[config.mk]
export PLATFORM = sky130hd
export DESIGN_NAME = grayscale
export DESIGN_NICKNAME = d
export VERILOG_FILES = /design/src/rtl/grayscale.sv
export SDC_FILE = /design/constraint.sdc
export NUM_CORES = 1
export LEC_CHECK = 0
export ABC_CLOCK_PERIOD_IN_PS = 4700
export BUFFER_PORTS_ARGS = -buffer_cell sky130_fd_sc_hd__buf_2
export CAP_MARGIN = 0
export CORE_UTILIZATION = 54
export CTS_BUF_LIST = sky130_fd_sc_hd__clkbuf_16
export CTS_CLUSTER_SIZE = 14
export DETAILED_ROUTE_END_ITERATION = 6
export MAX_ROUTING_LAYER = met4
export PLACE_DENSITY = 0.85
export REMOVE_ABC_BUFFERS = 1
export SKIP_CTS_REPAIR_TIMING = 1
export SLEW_MARGIN = 15
export SYNTH_ARGS = -nofsm -noshare
export SYNTH_HDL_FRONTEND = slang
export SYNTH_SLANG_ARGS = --single-unit
export TNS_END_PERCENT = 1
[constraint.sdc]
create_clock -name clock -period 4.7 [get_ports clock]
set_input_delay 0 -clock clock [delete_from_list [all_inputs] [get_ports clock]]
set_output_delay 0 -clock clock [all_outputs]
set_load 0.02 [all_outputs]
[src/rtl/grayscale.sv]
// RGB-to-gray front end: pops 24-bit pixels, writes (R+G+B)/3 through a
// single-entry holding register, and pulses done after each frame's last write.
module grayscale #(
  parameter int IMG_WIDTH  = 720,
  parameter int IMG_HEIGHT = 540
) (
  input  logic        clock,
  input  logic        reset,
  output logic        in_rd_en,
  input  logic        in_empty,
  input  logic [23:0] in_dout,
  output logic        out_wr_en,
  input  logic        out_full,
  output logic [7:0]  out_din,
  output logic        done
);

  // state  | meaning
  // S_RUN  | converting pixels of the current frame
  // S_DONE | one-cycle frame end: done high, counters cleared
  typedef enum logic {S_RUN, S_DONE} state_t;

  localparam int NUM_PIXELS = IMG_WIDTH * IMG_HEIGHT;
  localparam int CW         = $clog2(NUM_PIXELS + 1);
  localparam logic [CW-1:0] LAST_PIX = CW'(NUM_PIXELS - 1);
  localparam logic [CW-1:0] NUM_PIX  = CW'(NUM_PIXELS);

  state_t        state_q, state_d;
  logic          hv_q, hv_d;
  logic [7:0]    hold_q, hold_d;
  logic [CW-1:0] in_cnt_q, in_cnt_d;
  logic [CW-1:0] out_cnt_q, out_cnt_d;
  logic          done_q, done_d;

  logic       wr, rd;
  logic [9:0] sum;
  logic [9:0] quot;

  assign sum  = {2'b00, in_dout[23:16]} + {2'b00, in_dout[15:8]} + {2'b00, in_dout[7:0]};
  assign quot = sum / 10'd3;

  assign wr = (state_q == S_RUN) & hv_q & ~out_full;
  assign rd = (state_q == S_RUN) & ~in_empty & (in_cnt_q < NUM_PIX) & (~hv_q | wr);

  assign in_rd_en  = rd;
  assign out_wr_en = wr;
  assign out_din   = hv_q ? hold_q : 8'd0;
  assign done      = done_q;

  always_comb begin
    state_d   = state_q;
    hv_d      = hv_q;
    hold_d    = hold_q;
    in_cnt_d  = in_cnt_q;
    out_cnt_d = out_cnt_q;
    done_d    = 1'b0;
    case (state_q)
      S_RUN: begin
        // a simultaneous pop and push replaces the entry in place
        if (rd) begin
          hold_d = quot[7:0];
          hv_d   = 1'b1;
        end else if (wr) begin
          hv_d = 1'b0;
        end
        if (rd) in_cnt_d = in_cnt_q + 1'b1;
        if (wr) out_cnt_d = out_cnt_q + 1'b1;
        if (wr && (out_cnt_q == LAST_PIX)) begin
          state_d = S_DONE;
          done_d  = 1'b1;
        end
      end
      S_DONE: begin
        in_cnt_d  = '0;
        out_cnt_d = '0;
        state_d   = S_RUN;
      end
      default: state_d = S_RUN;
    endcase
  end

  always_ff @(posedge clock) begin
    if (reset) begin
      state_q   <= S_RUN;
      hv_q      <= 1'b0;
      hold_q    <= 8'd0;
      in_cnt_q  <= '0;
      out_cnt_q <= '0;
      done_q    <= 1'b0;
    end else begin
      state_q   <= state_d;
      hv_q      <= hv_d;
      hold_q    <= hold_d;
      in_cnt_q  <= in_cnt_d;
      out_cnt_q <= out_cnt_d;
      done_q    <= done_d;
    end
  end

endmodule

# Yosys cells after proc, flatten, opt, wreduce, memory -nomap -nowiden
# Cells that the tools add are included.
dict set report op_classes {
  n_addsub 4
  div 1
  n_lt_le_gt_ge 1
  n_eq_ne 3
  mux 9
  bitwise 10
  reduce_logical 5
}
# operator n
set op_table {}
lappend op_table {{one-hot mux 19 bit (2 select lines)} 2}
lappend op_table {{adder 19 x 1 -> 19 bit, second input constant} 2}
lappend op_table {{2-to-1 mux 19 bit} 2}
lappend op_table {{equality test 19 bit, second input constant} 1}
lappend op_table {{less-than comparator 19 bit, second input constant} 1}
lappend op_table {{adder 9 x 8 -> 10 bit} 1}
lappend op_table {{divider 10 x 2 -> 10 bit, second input constant} 1}
lappend op_table {{adder 8 x 8 -> 9 bit} 1}
lappend op_table {{2-to-1 mux 8 bit} 1}
lappend op_table {{bitwise AND 1 bit} 5}
lappend op_table {{!= test 2 bit, second input constant} 2}
lappend op_table {{NOT 1 bit} 4}
lappend op_table {{AND reduction 2 bit} 2}
lappend op_table {{2-to-1 mux 1 bit} 3}
lappend op_table {{one-hot mux 1 bit (2 select lines)} 1}
lappend op_table {{nonzero test 2 bit} 1}
lappend op_table {{OR reduction 2 bit} 1}
lappend op_table {{logical AND 1 bit} 1}
lappend op_table {{OR 1 bit} 1}
dict set report totals {
  ff_bits 49
  out_inout_bits 11
}

# Logic depth before layout (Yosys ltp)
dict set report depth {
  ltp_word 7
  mapped_depth 24
  depth_no_buf 23
}

# Least setup slack after synthesis
# Ideal clock, no wire load.
dict set report synth_timing {
  path_type {input port to flip-flop}
  startpoint {in in_dout[1]}
  endpoint {reg hold_q[0]}
  setup_time_ps 88
  arrival_ps 4269
  required_time_ps 4612
  slack_ps 342
  stages 22
  cell_sequence {inv_1 fa_1 inv_1 ha_1 inv_1 fa_1 and2b_1 o22a_1 nand2b_1 a2111oi_0 o21ai_0 a21oi_1 a2111oi_4 and2_1 o32ai_1 inv_1 ha_1 o21ai_0 o22a_1 o2111ai_1 o21ai_0 a311oi_2}
}
dict set report synth_between {
  elab_chain_len 2
}
# element line
set synth_lines {}
lappend synth_lines {{from (decl)} 11} ;# input logic [23:0] in_dout,
lappend synth_lines {{adder 9 x 8 -> 10 bit} 39} ;# assign sum = {2'b00, in_dout[23:16]} + {2'b00, in_dout[15:8]} + {2'b00, in_dout[7:0]};
lappend synth_lines {{divider 10 x 2 -> 10 bit} 40} ;# assign quot = sum / 10'd3;
lappend synth_lines {{to (signal assigned)} 93} ;# hold_q <= hold_d;
lappend synth_lines {{to (decl)} 30} ;# logic [7:0] hold_q, hold_d;
# No other way between the ends.
# A chain may end at the register's enable or synchronous reset.

# Final worst setup path
# Same ends and word-level chain as after synthesis.

==> flow_summary.json <==
{
  "status": "completed",
  "cts_tree": "yes",
  "hold_slack_ns": 0.0202,
  "grt_first_pass_wirelength_um": 13200,
  "synthArstFlopShare": 0,
  "crit_path_cell_trace": "buf_2 > inv_1 > fa_1 > inv_1 > ha_1 > inv_1 > fa_1 > and2b_1 > o221ai_2 > a21o_2 > nor3_1 > a31oi_1 > o21ai_1 > a2111oi_4 > and2_1 > o32ai_2 > inv_1 > ha_1 > nor3_1 > a21oi_1 > o21ai_0 > o2111ai_1 > o21ai_0 > a311oi_2",
  "place.gp.congestion": 0.953,
  "maxCapViolations": 0,
  "min_period_ns": 4.47,
  "crit_path_end_kind": "register",
  "post-route-drc-count": 0,
  "rows": 29,
  "place.port_buffers": 38,
  "drtIter0Drc": 150,
  "crit_slowest_cell": "fa_1",
  "hp-class": "in -> reg",
  "drtPass1Iterations": 5,
  "intPower_mw": 1.08,
  "max_stage_delay_ns": 0.46,
  "layout-drive-gt1-share": 0.175,
  "cts.sinks": 48,
  "timing.rr.end": "in_cnt_q[13]$_SDFFE_PP0P_",
  "avgSynthCellArea_um2": 7.87,
  "h-tree-depth": 2,
  "dp_hpwl_um": 5600,
  "post-place-cells": 558,
  "avgRoutedWirePerCell_um": 13.4,
  "powerDensity_mw_per_mm2": 454,
  "synth_edf_count": 0,
  "cts_buffers": 5,
  "max_slew_margin": 0.567,
  "synth_cells": 451,
  "path_max_fanout": 10,
  "grt-ovfl-total": 0,
  "yosysTopAreaCell": "dfxtp_1",
  "final_nets": 537,
  "ir_drop_uv": 330,
  "die_x_um": 83.1,
  "crit_buf_inv": 5,
  "start_util": 0.559,
  "grt_max_degree": 37,
  "fin_tns_setup_ns": 0,
  "yosys-top-cells-count": "63 x nor2_1, 48 x dfxtp_1, 31 x a21oi_1",
  "r2r-start": "in_cnt_q[7]$_SDFFE_PP0P_",
  "critPathKind": "in -> reg",
  "min-delay-start": "in_empty",
  "rrSetupSlack_ns": 2.20,
  "fin_util": 0.634,
  "p_leak_nw": 1.63,
  "io_pins": 39,
  "die_y_um": 83.1,
  "yosys_warnings": 0,
  "core-area_mm2": 0.00635,
  "clk_pin_slew_worst_paths_ns": 0.06,
  "totalWireLength_um": 7620,
  "maxSlewViolCount": 0,
  "fin_cells": 568,
  "drtAntennaViolNets": 0,
  "combPwrFrac": 0.580,
  "yosysTopAreaCellShare": 0.271,
  "swShare": 0.410,
  "hold_viol": 0,
  "power_frac_seq": 0.241,
  "cts_buffer_depth": 2,
  "pre_cts_slack_ns": -0.0725,
  "synth.distinct_cells": 61,
  "n_antenna_cell": 0,
  "rr_worst_depth": 11,
  "crit_family": "compound AO/OA/AOI/OAI gates",
  "cpMostUsedCell": "inv_1",
  "period_share": 0.951,
  "clkPwrFrac": 0.179,
  "clockRootBuffer": "clkbuf_16",
  "worst_pin_slew_ns": 0.650,
  "yosysSeqAreaShare": 0.271,
  "fmax_mhz": 224,
  "synth.area.top_cells": "dfxtp_1 27%, nor2_1 6.7%, xor2_1 6.2%, fa_1 5.1%, a21oi_1 4.4%",
  "groute.usage.overall": 0.229,
  "vias": 3257,
  "synth_most_common_cell": "nor2_1",
  "setup_viol": 0,
  "antenna_found_initial": 0,
  "crit_path_start_kind": "primary input",
  "die_area_mm2": 0.00690,
  "crit_arrival_ns": 4.62,
  "hold_path_end": "hv_q$_SDFFE_PP0P_",
  "power_switching_mw": 0.750,
  "synth_flop_cell": "dfxtp_1",
  "critPathRequiredTime_ns": 4.84,
  "skew_ns": 0.00287,
  "area_growth_pct": 13.4,
  "clkLatencyLatePin_ns": 0.28,
  "first_global_vias": 3162,
  "synth-seq-cells": 48,
  "syn_area_mm2": 0.00355,
  "min_delay_path_depth": 3,
  "setup_slack_ns": 0.229,
  "fillers": 537,
  "viasPerCell": 5.73
}
## worst max-delay path by stage
stage,end,slack (ns),from,cells past startpoint
after floorplan,hold_q[0]$_SDFFE_PP0P_,0.28,in_dout[1],23
after global placement,hold_q[0]$_SDFFE_PP0P_,0.11,in_dout[1],23
after detailed placement,hold_q[0]$_SDFFE_PP0P_,-0.07,in_dout[1],24
after CTS,hold_q[0]$_SDFFE_PP0P_,0.18,in_dout[1],24
after global routing,hold_q[0]$_SDFFE_PP0P_,-0.05,in_dout[1],23
final,hold_q[0]$_SDFFE_PP0P_,0.23,in_dout[1],24
## state kept, by name, indices dropped and copies added (netlist names)
register	cells
hv_q	1
out_cnt_q	19
state_q	1
in_cnt_q	19
hold_q	8
## power by group through the flow
stage | clock [mW] | combinational [mW] | sequential [mW]
finish | 0.328 | 1.06 | 0.440
CTS | 0.333 | 0.978 | 0.440
floorplan | 0 | 0.706 | 0.446
detailed placement | 0 | 0.975 | 0.449
global route | 0.347 | 1.16 | 0.442
global placement | 0 | 0.945 | 0.448
## layout make-up
type	instances	area, um^2	area share
multi-input combinational	358	2430	0.603
sequential	48	961	0.239
timing repair buffer	56	325	0.0808
clock buffer	5	125	0.0311
tap	77	96.3	0.0239
inverter	21	78.8	0.0196
clock inverter	3	11.3	0.00280
## metrics by stage
step	instance area (um^2)	power, mW
6_report	4030	1.83
3_5_place_dp	3850	1.42
3_3_place_gp	3850	1.39
4_1_cts	3980	1.75
5_1_grt	4030	1.95
2_1_floorplan	3440	1.15
## cells in the final DEF (no fill, tap or decap), types with 3 or more instances in the layout
cell type   n
a211oi_1    6
nand2_1    28
xor2_1     25
or2_2       3
or3_1      10
nor3_1     13
o2111ai_1   3
o211ai_1    5
dfxtp_1    48
a31oi_1     4
nor4_1      3
nor2_1     63
a21oi_1    30
buf_2      38
fa_1        9
nand4_1    14
nand3_1    19
and3_1      8
xnor2_1    14
and2_1      9
ha_1       10
a21o_1      4
clkbuf_16   5
o21ai_0    20
mux2i_1     5
inv_1      23
nor2b_1     3
a211o_1     3
buf_4      18
## per-layer routing
metal,wire length (um),vias to the layer above,track usage
met1,3510,1502,0.278
li1,-,1671,-
met4,103,0,0.0533
met3,230,11,0.0239
met5,0,-,-
met2,3780,73,0.408
## worst min-delay path, stage by stage
cell,delay (ns)
buf_2,0.07
a211o_1,0.11
a21oi_1,0.06
## cell families (layout without fill, tap and decap cells)
| group | after synthesis | after routing | share of synthesized area |
|---|---|---|---|
| AND/OR/NAND/NOR | 187 | 187 | 0.261 |
| AO/OA/AOI/OAI | 104 | 104 | 0.202 |
| flip-flops | 48 | 48 | 0.271 |
| buffers and inverters | 45 | 85 | 0.0532 |
| XOR/XNOR | 42 | 42 | 0.110 |
| adder cells (fa/ha/maj) | 20 | 20 | 0.0888 |
| multiplexers | 5 | 5 | 0.0141 |
Power figures use the tool's default switching activity.
